==> src/rtl/bus_bridge_if.sv <==
// ---------------------------------------------------------------------------
// bus_bridge_if
// CPU data bus plus the data-RAM side of the bridge, bundled together.
//   bus_addr_i   : byte address from the MEM stage
//   bus_we_i     : single-cycle store strobe
//   bus_wdata_i  : store data
//   bus_rdata_o  : load data (combinational)
//   dram_addr_o  : word address to data RAM
//   dram_we_o    : data RAM write enable
//   dram_wdata_o : data RAM write data
//   dram_rdata_i : data RAM read data (combinational)
// Modports: slave (the bridge), master (CPU / RAM side).
// ---------------------------------------------------------------------------
interface bus_bridge_if;
   logic [31:0] bus_addr_i;
   logic        bus_we_i;
   logic [31:0] bus_wdata_i;
   logic [31:0] bus_rdata_o;
   logic [13:0] dram_addr_o;
   logic        dram_we_o;
   logic [31:0] dram_wdata_o;
   logic [31:0] dram_rdata_i;

   modport slave (
      input  bus_addr_i, bus_we_i, bus_wdata_i, dram_rdata_i,
      output bus_rdata_o, dram_addr_o, dram_we_o, dram_wdata_o
   );

   modport master (
      output bus_addr_i, bus_we_i, bus_wdata_i, dram_rdata_i,
      input  bus_rdata_o, dram_addr_o, dram_we_o, dram_wdata_o
   );
endinterface

==> src/rtl/bus_bridge.sv <==
// ---------------------------------------------------------------------------
// bus_bridge
// Data-side bridge below the CPU MEM stage: decodes the bus address, steers
// accesses to external data RAM or to the peripheral registers (LED,
// switches, 8-digit 7-segment display, timer) and returns read data in the
// same cycle.
//   cpu_clk   : system clock, rising edge
//   cpu_rst   : synchronous reset, active-high
//   bus       : bus_bridge_if.slave (CPU bus + data RAM port)
//   sw_i      : board switches, asynchronous
//   led_o     : LED drive, active-high
//   dig_en_o  : digit enables, active-low one-hot
//   dig_seg_o : segments {DP,G,F,E,D,C,B,A}, active-low
// Optional feature macro: TIMER_EN (timer count/divider/prescaler present).
// ---------------------------------------------------------------------------
module bus_bridge #(
   parameter int unsigned SCAN_DIV      = 20000,
   parameter logic [31:0] TIMER_DIV_RST = 32'd100
) (
   input  logic             cpu_clk,
   input  logic             cpu_rst,
   bus_bridge_if.slave      bus,
   input  logic [23:0]      sw_i,
   output logic [23:0]      led_o,
   output logic [7:0]       dig_en_o,
   output logic [7:0]       dig_seg_o
);

   localparam int unsigned SCAN_W    = (SCAN_DIV > 1) ? $clog2(SCAN_DIV) : 1;
   localparam logic [SCAN_W-1:0] SCAN_LAST = SCAN_W'(SCAN_DIV - 1);

   // Peripheral word offsets (byte offset >> 2)
   localparam logic [9:0] OFF_DISP = 10'h000;
   localparam logic [9:0] OFF_CNT  = 10'h008;
   localparam logic [9:0] OFF_DIV  = 10'h009;
   localparam logic [9:0] OFF_LED  = 10'h018;
   localparam logic [9:0] OFF_SW   = 10'h01C;

   logic              periph_sel;
   logic [9:0]        word;
   logic              wr_periph;
   logic [31:0]       disp_data;
   logic [23:0]       sw_meta;
   logic [23:0]       sw_sync;
   logic [SCAN_W-1:0] scan_cnt;
   logic [2:0]        dig_idx;
   logic [3:0]        nibble;
   logic [31:0]       cnt_rd;
   logic [31:0]       div_rd;
   logic [31:0]       rdata_c;
   logic [1:0]        unused_addr_lsb;

   // Address decode
   assign periph_sel      = (bus.bus_addr_i[31:12] == 20'hFFFFF);
   assign word            = bus.bus_addr_i[11:2];
   assign wr_periph       = bus.bus_we_i & periph_sel;
   assign unused_addr_lsb = bus.bus_addr_i[1:0];

   // Data RAM pass-through
   assign bus.dram_addr_o  = bus.bus_addr_i[15:2];
   assign bus.dram_we_o    = bus.bus_we_i & ~periph_sel;
   assign bus.dram_wdata_o = bus.bus_wdata_i;

   // LED and display data registers
   always_ff @(posedge cpu_clk) begin
      if (cpu_rst) begin
         led_o     <= '0;
         disp_data <= '0;
      end else begin
         if (wr_periph && word == OFF_LED)  led_o     <= bus.bus_wdata_i[23:0];
         if (wr_periph && word == OFF_DISP) disp_data <= bus.bus_wdata_i;
      end
   end

   // Two-flop switch synchronizer
   always_ff @(posedge cpu_clk) begin
      if (cpu_rst) begin
         sw_meta <= '0;
         sw_sync <= '0;
      end else begin
         sw_meta <= sw_i;
         sw_sync <= sw_meta;
      end
   end

   // Digit scan: enable rotates left in step with the digit index
   always_ff @(posedge cpu_clk) begin
      if (cpu_rst) begin
         scan_cnt <= '0;
         dig_idx  <= '0;
         dig_en_o <= 8'hFE;
      end else if (scan_cnt == SCAN_LAST) begin
         scan_cnt <= '0;
         dig_idx  <= dig_idx + 3'd1;
         dig_en_o <= {dig_en_o[6:0], dig_en_o[7]};
      end else begin
         scan_cnt <= scan_cnt + SCAN_W'(1);
      end
   end

   // Hex to 7-segment, active-low, DP off
   assign nibble = disp_data[{dig_idx, 2'b00} +: 4];

   always_comb begin
      dig_seg_o = 8'hFF;
      case (nibble)
         4'h0: dig_seg_o = 8'hC0;
         4'h1: dig_seg_o = 8'hF9;
         4'h2: dig_seg_o = 8'hA4;
         4'h3: dig_seg_o = 8'hB0;
         4'h4: dig_seg_o = 8'h99;
         4'h5: dig_seg_o = 8'h92;
         4'h6: dig_seg_o = 8'h82;
         4'h7: dig_seg_o = 8'hF8;
         4'h8: dig_seg_o = 8'h80;
         4'h9: dig_seg_o = 8'h90;
         4'hA: dig_seg_o = 8'h88;
         4'hB: dig_seg_o = 8'h83;
         4'hC: dig_seg_o = 8'hC6;
         4'hD: dig_seg_o = 8'hA1;
         4'hE: dig_seg_o = 8'h86;
         4'hF: dig_seg_o = 8'h8E;
         default: dig_seg_o = 8'hFF;
      endcase
   end

`ifdef TIMER_EN
   logic [31:0] tmr_cnt;
   logic [31:0] tmr_div;
   logic [31:0] tmr_pre;
   logic        tmr_tick;

   // Divider 0 never matches, which freezes both prescaler and count
   assign tmr_tick = (tmr_div != 32'd0) && (tmr_pre == tmr_div - 32'd1);

   // Timer; a register write clears the prescaler and suppresses that tick
   always_ff @(posedge cpu_clk) begin
      if (cpu_rst) begin
         tmr_cnt <= '0;
         tmr_div <= TIMER_DIV_RST;
         tmr_pre <= '0;
      end else if (wr_periph && word == OFF_CNT) begin
         tmr_cnt <= bus.bus_wdata_i;
         tmr_pre <= '0;
      end else if (wr_periph && word == OFF_DIV) begin
         tmr_div <= bus.bus_wdata_i;
         tmr_pre <= '0;
      end else if (tmr_tick) begin
         tmr_pre <= '0;
         tmr_cnt <= tmr_cnt + 32'd1;
      end else if (tmr_div != 32'd0) begin
         tmr_pre <= tmr_pre + 32'd1;
      end
   end

   assign cnt_rd = tmr_cnt;
   assign div_rd = tmr_div;
`else
   assign cnt_rd = '0;
   assign div_rd = '0;
`endif

   // Read mux
   always_comb begin
      rdata_c = '0;
      if (!periph_sel) begin
         rdata_c = bus.dram_rdata_i;
      end else begin
         case (word)
            OFF_DISP: rdata_c = disp_data;
            OFF_CNT:  rdata_c = cnt_rd;
            OFF_DIV:  rdata_c = div_rd;
            OFF_LED:  rdata_c = {8'h00, led_o};
            OFF_SW:   rdata_c = {8'h00, sw_sync};
            default:  rdata_c = '0;
         endcase
      end
   end

   assign bus.bus_rdata_o = rdata_c;

endmodule

==> src/flat_wrapper.sv <==
// flat-port wrapper written by rule: the top's interface ports become plain ports
module bus_bridge_flat 
#(
   parameter int unsigned SCAN_DIV      = 20000,
   parameter logic [31:0] TIMER_DIV_RST = 32'd100
)
  (cpu_clk, cpu_rst, sw_i, led_o, dig_en_o, dig_seg_o, bus_bus_addr_i, bus_bus_we_i, bus_bus_wdata_i, bus_dram_rdata_i, bus_bus_rdata_o, bus_dram_addr_o, bus_dram_we_o, bus_dram_wdata_o);
  bus_bridge_if bus_i ();
  input  logic cpu_clk;
  input  logic cpu_rst;
  input  logic [23:0] sw_i;
  output logic [23:0] led_o;
  output logic [7:0] dig_en_o;
  output logic [7:0] dig_seg_o;
  input wire logic [$bits(bus_i.bus_addr_i)-1:0] bus_bus_addr_i;
  input wire logic [$bits(bus_i.bus_we_i)-1:0] bus_bus_we_i;
  input wire logic [$bits(bus_i.bus_wdata_i)-1:0] bus_bus_wdata_i;
  input wire logic [$bits(bus_i.dram_rdata_i)-1:0] bus_dram_rdata_i;
  output wire logic [$bits(bus_i.bus_rdata_o)-1:0] bus_bus_rdata_o;
  output wire logic [$bits(bus_i.dram_addr_o)-1:0] bus_dram_addr_o;
  output wire logic [$bits(bus_i.dram_we_o)-1:0] bus_dram_we_o;
  output wire logic [$bits(bus_i.dram_wdata_o)-1:0] bus_dram_wdata_o;
  assign bus_i.bus_addr_i = bus_bus_addr_i;
  assign bus_i.bus_we_i = bus_bus_we_i;
  assign bus_i.bus_wdata_i = bus_bus_wdata_i;
  assign bus_i.dram_rdata_i = bus_dram_rdata_i;
  assign bus_bus_rdata_o = bus_i.bus_rdata_o;
  assign bus_dram_addr_o = bus_i.dram_addr_o;
  assign bus_dram_we_o = bus_i.dram_we_o;
  assign bus_dram_wdata_o = bus_i.dram_wdata_o;
  bus_bridge #(.SCAN_DIV(SCAN_DIV), .TIMER_DIV_RST(TIMER_DIV_RST)) u_core (.cpu_clk(cpu_clk), .cpu_rst(cpu_rst), .bus(bus_i), .sw_i(sw_i), .led_o(led_o), .dig_en_o(dig_en_o), .dig_seg_o(dig_seg_o));
endmodule
==> config.mk <==
export PLATFORM = sky130hd
export DESIGN_NAME = bus_bridge_flat
export DESIGN_NICKNAME = d
export VERILOG_FILES = /design/src/rtl/bus_bridge_if.sv /design/src/rtl/bus_bridge.sv /design/src/flat_wrapper.sv
export SDC_FILE = /design/constraint.sdc
export NUM_CORES = 1
export LEC_CHECK = 0
export ABC_AREA = 1
export CORE_ASPECT_RATIO = 0.6
export CORE_MARGIN = 5
export CORE_UTILIZATION = 30
export CTS_BUF_LIST = sky130_fd_sc_hd__clkbuf_4
export CTS_CLUSTER_SIZE = 30
export DETAILED_ROUTE_END_ITERATION = 10
export HOLD_SLACK_MARGIN = 0.03
export PLACE_DENSITY = 0.61
export SLEW_MARGIN = 20
export SYNTH_ARGS = -nofsm -noshare
export SYNTH_HDL_FRONTEND = slang
export SYNTH_SLANG_ARGS = --single-unit
==> constraint.sdc <==
create_clock -name cpu_clk -period 2.45 [get_ports cpu_clk]
set_input_delay 0.49 -clock cpu_clk [delete_from_list [all_inputs] [get_ports cpu_clk]]
set_output_delay 0.49 -clock cpu_clk [all_outputs]
set_load 0.01 [all_outputs]
# Word-level counts from Yosys, hierarchy flattened
# Memories as Yosys holds them, arrays and structs flattened.
# Cells that the tools add are included.
# classes
n_addsub,2
eq_ne,4
shift,1
mux,2
bitwise_logic,3
reduce_logical,4
# op_table
operator,n
$pmux W32 S3,1
$mux W32,1
$shiftx A32 B6 Y4,1
$eq A10 B5 Y1 const B,2
$eq A20 B20 Y1 const B,1
$add A15 B1 Y15 const B,1
$eq A15 B15 Y1 const B,1
$logic_not A10 Y1,1
$add A3 B1 Y3 const B,1
$and A1 B1 Y1,2
$logic_and A1 B1 Y1,2
$reduce_or A2 Y1,1
$not A1 Y1,1
# totals
ff_bits,130
mem_bits_ro,112
out_inout_bits,119
elab_cells,24
n_memories,1
# memory_table
name,depth,word_bits,read_ports,rd_clocked_by_memory_dff,wr,line,text
(name not given),16,7,1,0,0,bus_bridge.sv:106,case (nibble)

# Logic depth before layout (Yosys ltp)
# depth
ltp_word,3
ltp_mapped,12
depth_no_buf,11

# Worst setup path before layout
# OpenSTA, ideal clock, no wires.
# synth_timing
kind,reg-to-output
startpoint,reg u_core.dig_idx[0]
endpoint,out dig_seg_o[5]
arrival_ns,1.516
setup_slack_ns,0.444
path_stages_with_launch,13
path_buffers,1
cell_sequence,dfxtp_1 inv_1 buf_2 nand2_1 nand3_1 nand3_1 nand2_1 inv_1 ha_1 nand3_1 nand2_1 nand2_1 nand2_1
# synth_via
elab_chain_len,2
# synth_rtl
element,line,text
start: declaration,bus_bridge.sv:46,logic [2:0] dig_idx;
start signal: assignment,bus_bridge.sv:94,dig_idx <= dig_idx + 3'd1;
$shiftx A32 B6 Y4,bus_bridge.sv:102,"assign nibble = disp_data[{dig_idx, 2'b00} +: 4];"
$mem_v2 Z16 W7,n/a,
end: declaration,flat_wrapper.sv:14,output logic [7:0] dig_seg_o;
# No other way between the ends.

# Worst setup path after layout
# layout_timing
startpoint,reg u_core.dig_idx[0]
endpoint,out dig_seg_o[0]
# Same word-level chain as after synthesis.

==> results.toml <==
[sta]
grt_setup_unrepaired = "yes"
post-route-period-util_pct = 108.1
final_max_slew_viol_count = 0
finalCriticalPeriod_ns = 2.649
hold_viol = 0
max_freq_mhz = 377.5
finalSetupViolCount = 7
fin_ws_ns = -0.1993
slew_headroom_pct = 66.43
whs_ns = 0.4014
clock_skew_ns = 0.02812
worst_slew_pin_slew_ns = 0.5023

[pwr]
pwr-share-seq_pct = 51.5
p_int_w = 0.002934
power_frac_comb_pct = 11.8
switching_share_pct = 30.82
p_total_w = 0.004241
powerDensity_mw_per_mm2 = 417.3
leakagePower_nw = 4.904
net-switching-power_w = 0.001307
max-vdd-ir-drop_mv = 0.3257
power_frac_clock_pct = 36.7

[clocking]
clock-sinks = 130
cts-buffers-inserted = 17
path_clk_slew_ns = 0.16
root_buffer = "clkbuf_4"
cts_buffer_depth = 2
htreeDepth = 4
cts_tree = "done"
holdBufCountCts = 0
clkLatencyLatePin_ns = 0.55

[floorplanning]
start_util_pct = 30.42
core_mm2 = 0.02202
dieArea_mm2 = 0.02551
die-width_um = 202.9
die_height_um = 125.7
rows = 42
io_pins = 242

[critical_path]
crit_family = "simple AND/OR/NAND/NOR gates"
max_stage_delay_ns = 0.41
timing.rr.end = "u_core.dig_idx[1]$_SDFFE_PP0P_"
path_class = "reg -> out"
reg2reg_depth = 7
critPathLaunchType = "register"
r2r_slack_ns = 0.87
path_max_fanout = 5
r2r_start = "u_core.scan_cnt[0]$_SDFF_PP0_"
critical_path_required_ns = 1.96
slowest_stage = "dfxtp_4"
cp.buffers_inverters = 4
cp.arrival_ns = 2.16
crit_chain = "inv_4 -> buf_6 -> nand2_2 -> nand3_2 -> nand3_2 -> nand2_4 -> buf_6 -> ha_4 -> nand3b_1 -> nand3_1 -> nand2_1 -> buf_2"
cp-end-kind = "primary output"

[layout]
nets = 1434
multi_input_area_mm2 = 0.003415
final_util_pct = 46.15
antenna-diode-count = 0
ff_latch_area_mm2 = 0.002606
area.growth.synth_to_final_pct = 51.73
instances_no_fill = 1602
layout-drive-gt1-share_pct = 18.01
fillCellCount = 2265

[worst_hold_path]
hp-start = "u_core.sw_meta[11]$_SDFF_PP0_"
worst_hold_path_type = "reg -> reg"
min_path_cells = 2
min_to = "u_core.sw_sync[11]$_SDFF_PP0_"

[placed_design]
pre_cts_ws_ns = -0.6267
place_congestion = 0.9301
dp_cells = 1541
port_buffers = 238
dp_hpwl_um = 18010

[run_status]
status = "finished with violations"
failed_checks = "negative setup slack"

[global_routing]
grtUsageTotal_pct = 18.18
grt_remaining_overflow = 0
grt_pass1_vias = 6660
grt_max_degree = 69
antenna_found_initial = 0
grt_pass1_wl_um = 36980

[route]
drcViolationCount = 0
firstDrtPassIters = 5
avgViaCountPerCell = 4.400
initialDrtViolationCount = 469
drt-total-wl_um = 24030
ant_nets = 0
vias = 7049
avgRoutedWirePerCell_um = 15.00

[synth]
synthAdderAreaFrac_pct = 1.494
muxShareOfSynthArea_pct = 0
synth_nets = 1192
synth_compound_area_share_pct = 1.831
synthCells = 1061
synth_xor_area_share_pct = 0.7846
synth-simple-area-share_pct = 40.86
yosys_warnings = 0
syn_area_per_cell_um2 = 6.313
ys_seq_area_share_pct = 38.86
synth_top_family_by_area = "simple AND/OR/NAND/NOR gates"
synth.distinct_cells = 29
ys_ff_latch = 130
syn_area_mm2 = 0.006698

[job]
maxCapViolations = 0
[what timing repair did]
item / in CTS / in global routing
resized for setup: 276 / 55
setup buffers: 26 / 3
setup endpoints to repair: 40 / 36
pin swaps: 52 / 30
endpoints found under the hold margin: 0 / 0
gates cloned: 3 / 0
[worst reg2reg max path, stage by stage, from the launching register on]
cell,delay (ns)
dfxtp_1,0.38
ha_1,0.20
nand3_1,0.16
nor2_1,0.14
buf_4,0.16
nand2_1,0.17
o21ai_0,0.19
a21oi_1,0.05
[per-stage QoR]
stage / setup TNS, ns / cell area [um2]
global route: -1.914 / 10160
floorplan: 0 / 6698
CTS: -1.013 / 10100
global placement: -19.50 / 9314
detailed placement: -19.11 / 9314
finish: -0.9641 / 10160
[state kept, by name, summed over array words and instances (netlist names)]
signal / cells
u_core.disp_data: 32
u_core.sw_sync: 24
u_core.sw_meta: 24
u_core.led_o: 24
u_core.dig_en_o: 8
u_core.scan_cnt: 15
u_core.dig_idx: 3
[how the worst max path moves through the flow]
stage          depth (start not counted)            endpoint  slack, ns                           start
6_report                              12        dig_seg_o[0]      -0.20  u_core.dig_idx[0]$_SDFFE_PP0P_
4_1_cts                               12        dig_seg_o[0]      -0.21  u_core.dig_idx[0]$_SDFFE_PP0P_
2_1_floorplan                         12        dig_seg_o[5]       0.44  u_core.dig_idx[0]$_SDFFE_PP0P_
5_1_grt                               12        dig_seg_o[0]      -0.34  u_core.dig_idx[0]$_SDFFE_PP0P_
3_5_place_dp                          11  bus_bus_rdata_o[1]      -0.63              bus_bus_addr_i[11]
3_3_place_gp                          10  bus_bus_rdata_o[1]      -0.66               bus_bus_addr_i[9]
[logic make-up after synthesis]
family,count (synthesis)
compound gates,22
xor+xnor,6
fa+ha+maj,8
buf+inv,221
flops,130
other cells,1
simple gates,673
[cells in the mapped netlist, drive strengths merged]
cell / count / share of area, %
a21oi: 10 / 0.75
buf: 74 / 7.9
clkbuf: 17 / 0.95
clkinv: 1 / 0.056
conb: 1 / 0.056
dfxtp: 130 / 39
ha: 8 / 1.5
inv: 129 / 7.2
nand2: 348 / 20
nand3: 115 / 8.9
nand3b: 1 / 0.11
nand4: 4 / 0.37
nor2: 198 / 11
nor3: 5 / 0.37
nor3b: 1 / 0.11
o211ai: 5 / 0.56
o21ai: 7 / 0.52
or2: 1 / 0.093
xnor2: 1 / 0.13
xor2: 5 / 0.65
[power groups by stage]
stage	Sequential, W	Combinational, W	Clock (W)
finish	0.00218	0.000499	0.00156
global route	0.00219	0.000539	0.00170
CTS	0.00218	0.000501	0.00160
detailed placement	0.00223	0.000531	0
global placement	0.00223	0.000529	0
floorplan	0.00221	0.000194	0
[layout make-up]
type                       instances  area share (%)
multi-input combinational        711           33.60
inverter                         130           4.851
clock buffer                      17           1.256
sequential                       130           25.65
timing repair buffer             313           29.32
clock inverter                    15           1.810
tap                              286           3.521
[routing by layer]
metal	routed length [um]	vias up	GRT usage, %	part of all wire (%)
met5	0	-	0	0
met4	301	0	3.470	1.3
met3	2569	16	7.811	11
met2	9744	233	26.40	41
met1	11420	3155	25.32	48
li1	-	3645	-	-
[layout by cell type, fill, tap and decap left out, types with 3 or more instances in the layout]
cell type and instances:
buf_12 14, clkdlybuf4s15_1 7, clkinv_8 5, buf_6 19, nor2_2 3, clkbuf_2 10, ha_4 5, dfxtp_1 129
nand3_4 7, buf_4 45, a21oi_1 10, inv_8 6, nand4_1 4, clkdlybuf4s50_1 167, inv_2 6, dlygate4sd2_1 17
inv_1 122, nand2_1 319, nand2_4 7, nand3_1 87, nor2_4 8, buf_2 31, nor2_1 187, clkbuf_4 17
nand3_2 21, xor2_1 5, o21ai_0 6, nor3_1 5, nand2_2 23, o211ai_1 5
Power figures use the tool's default switching activity.
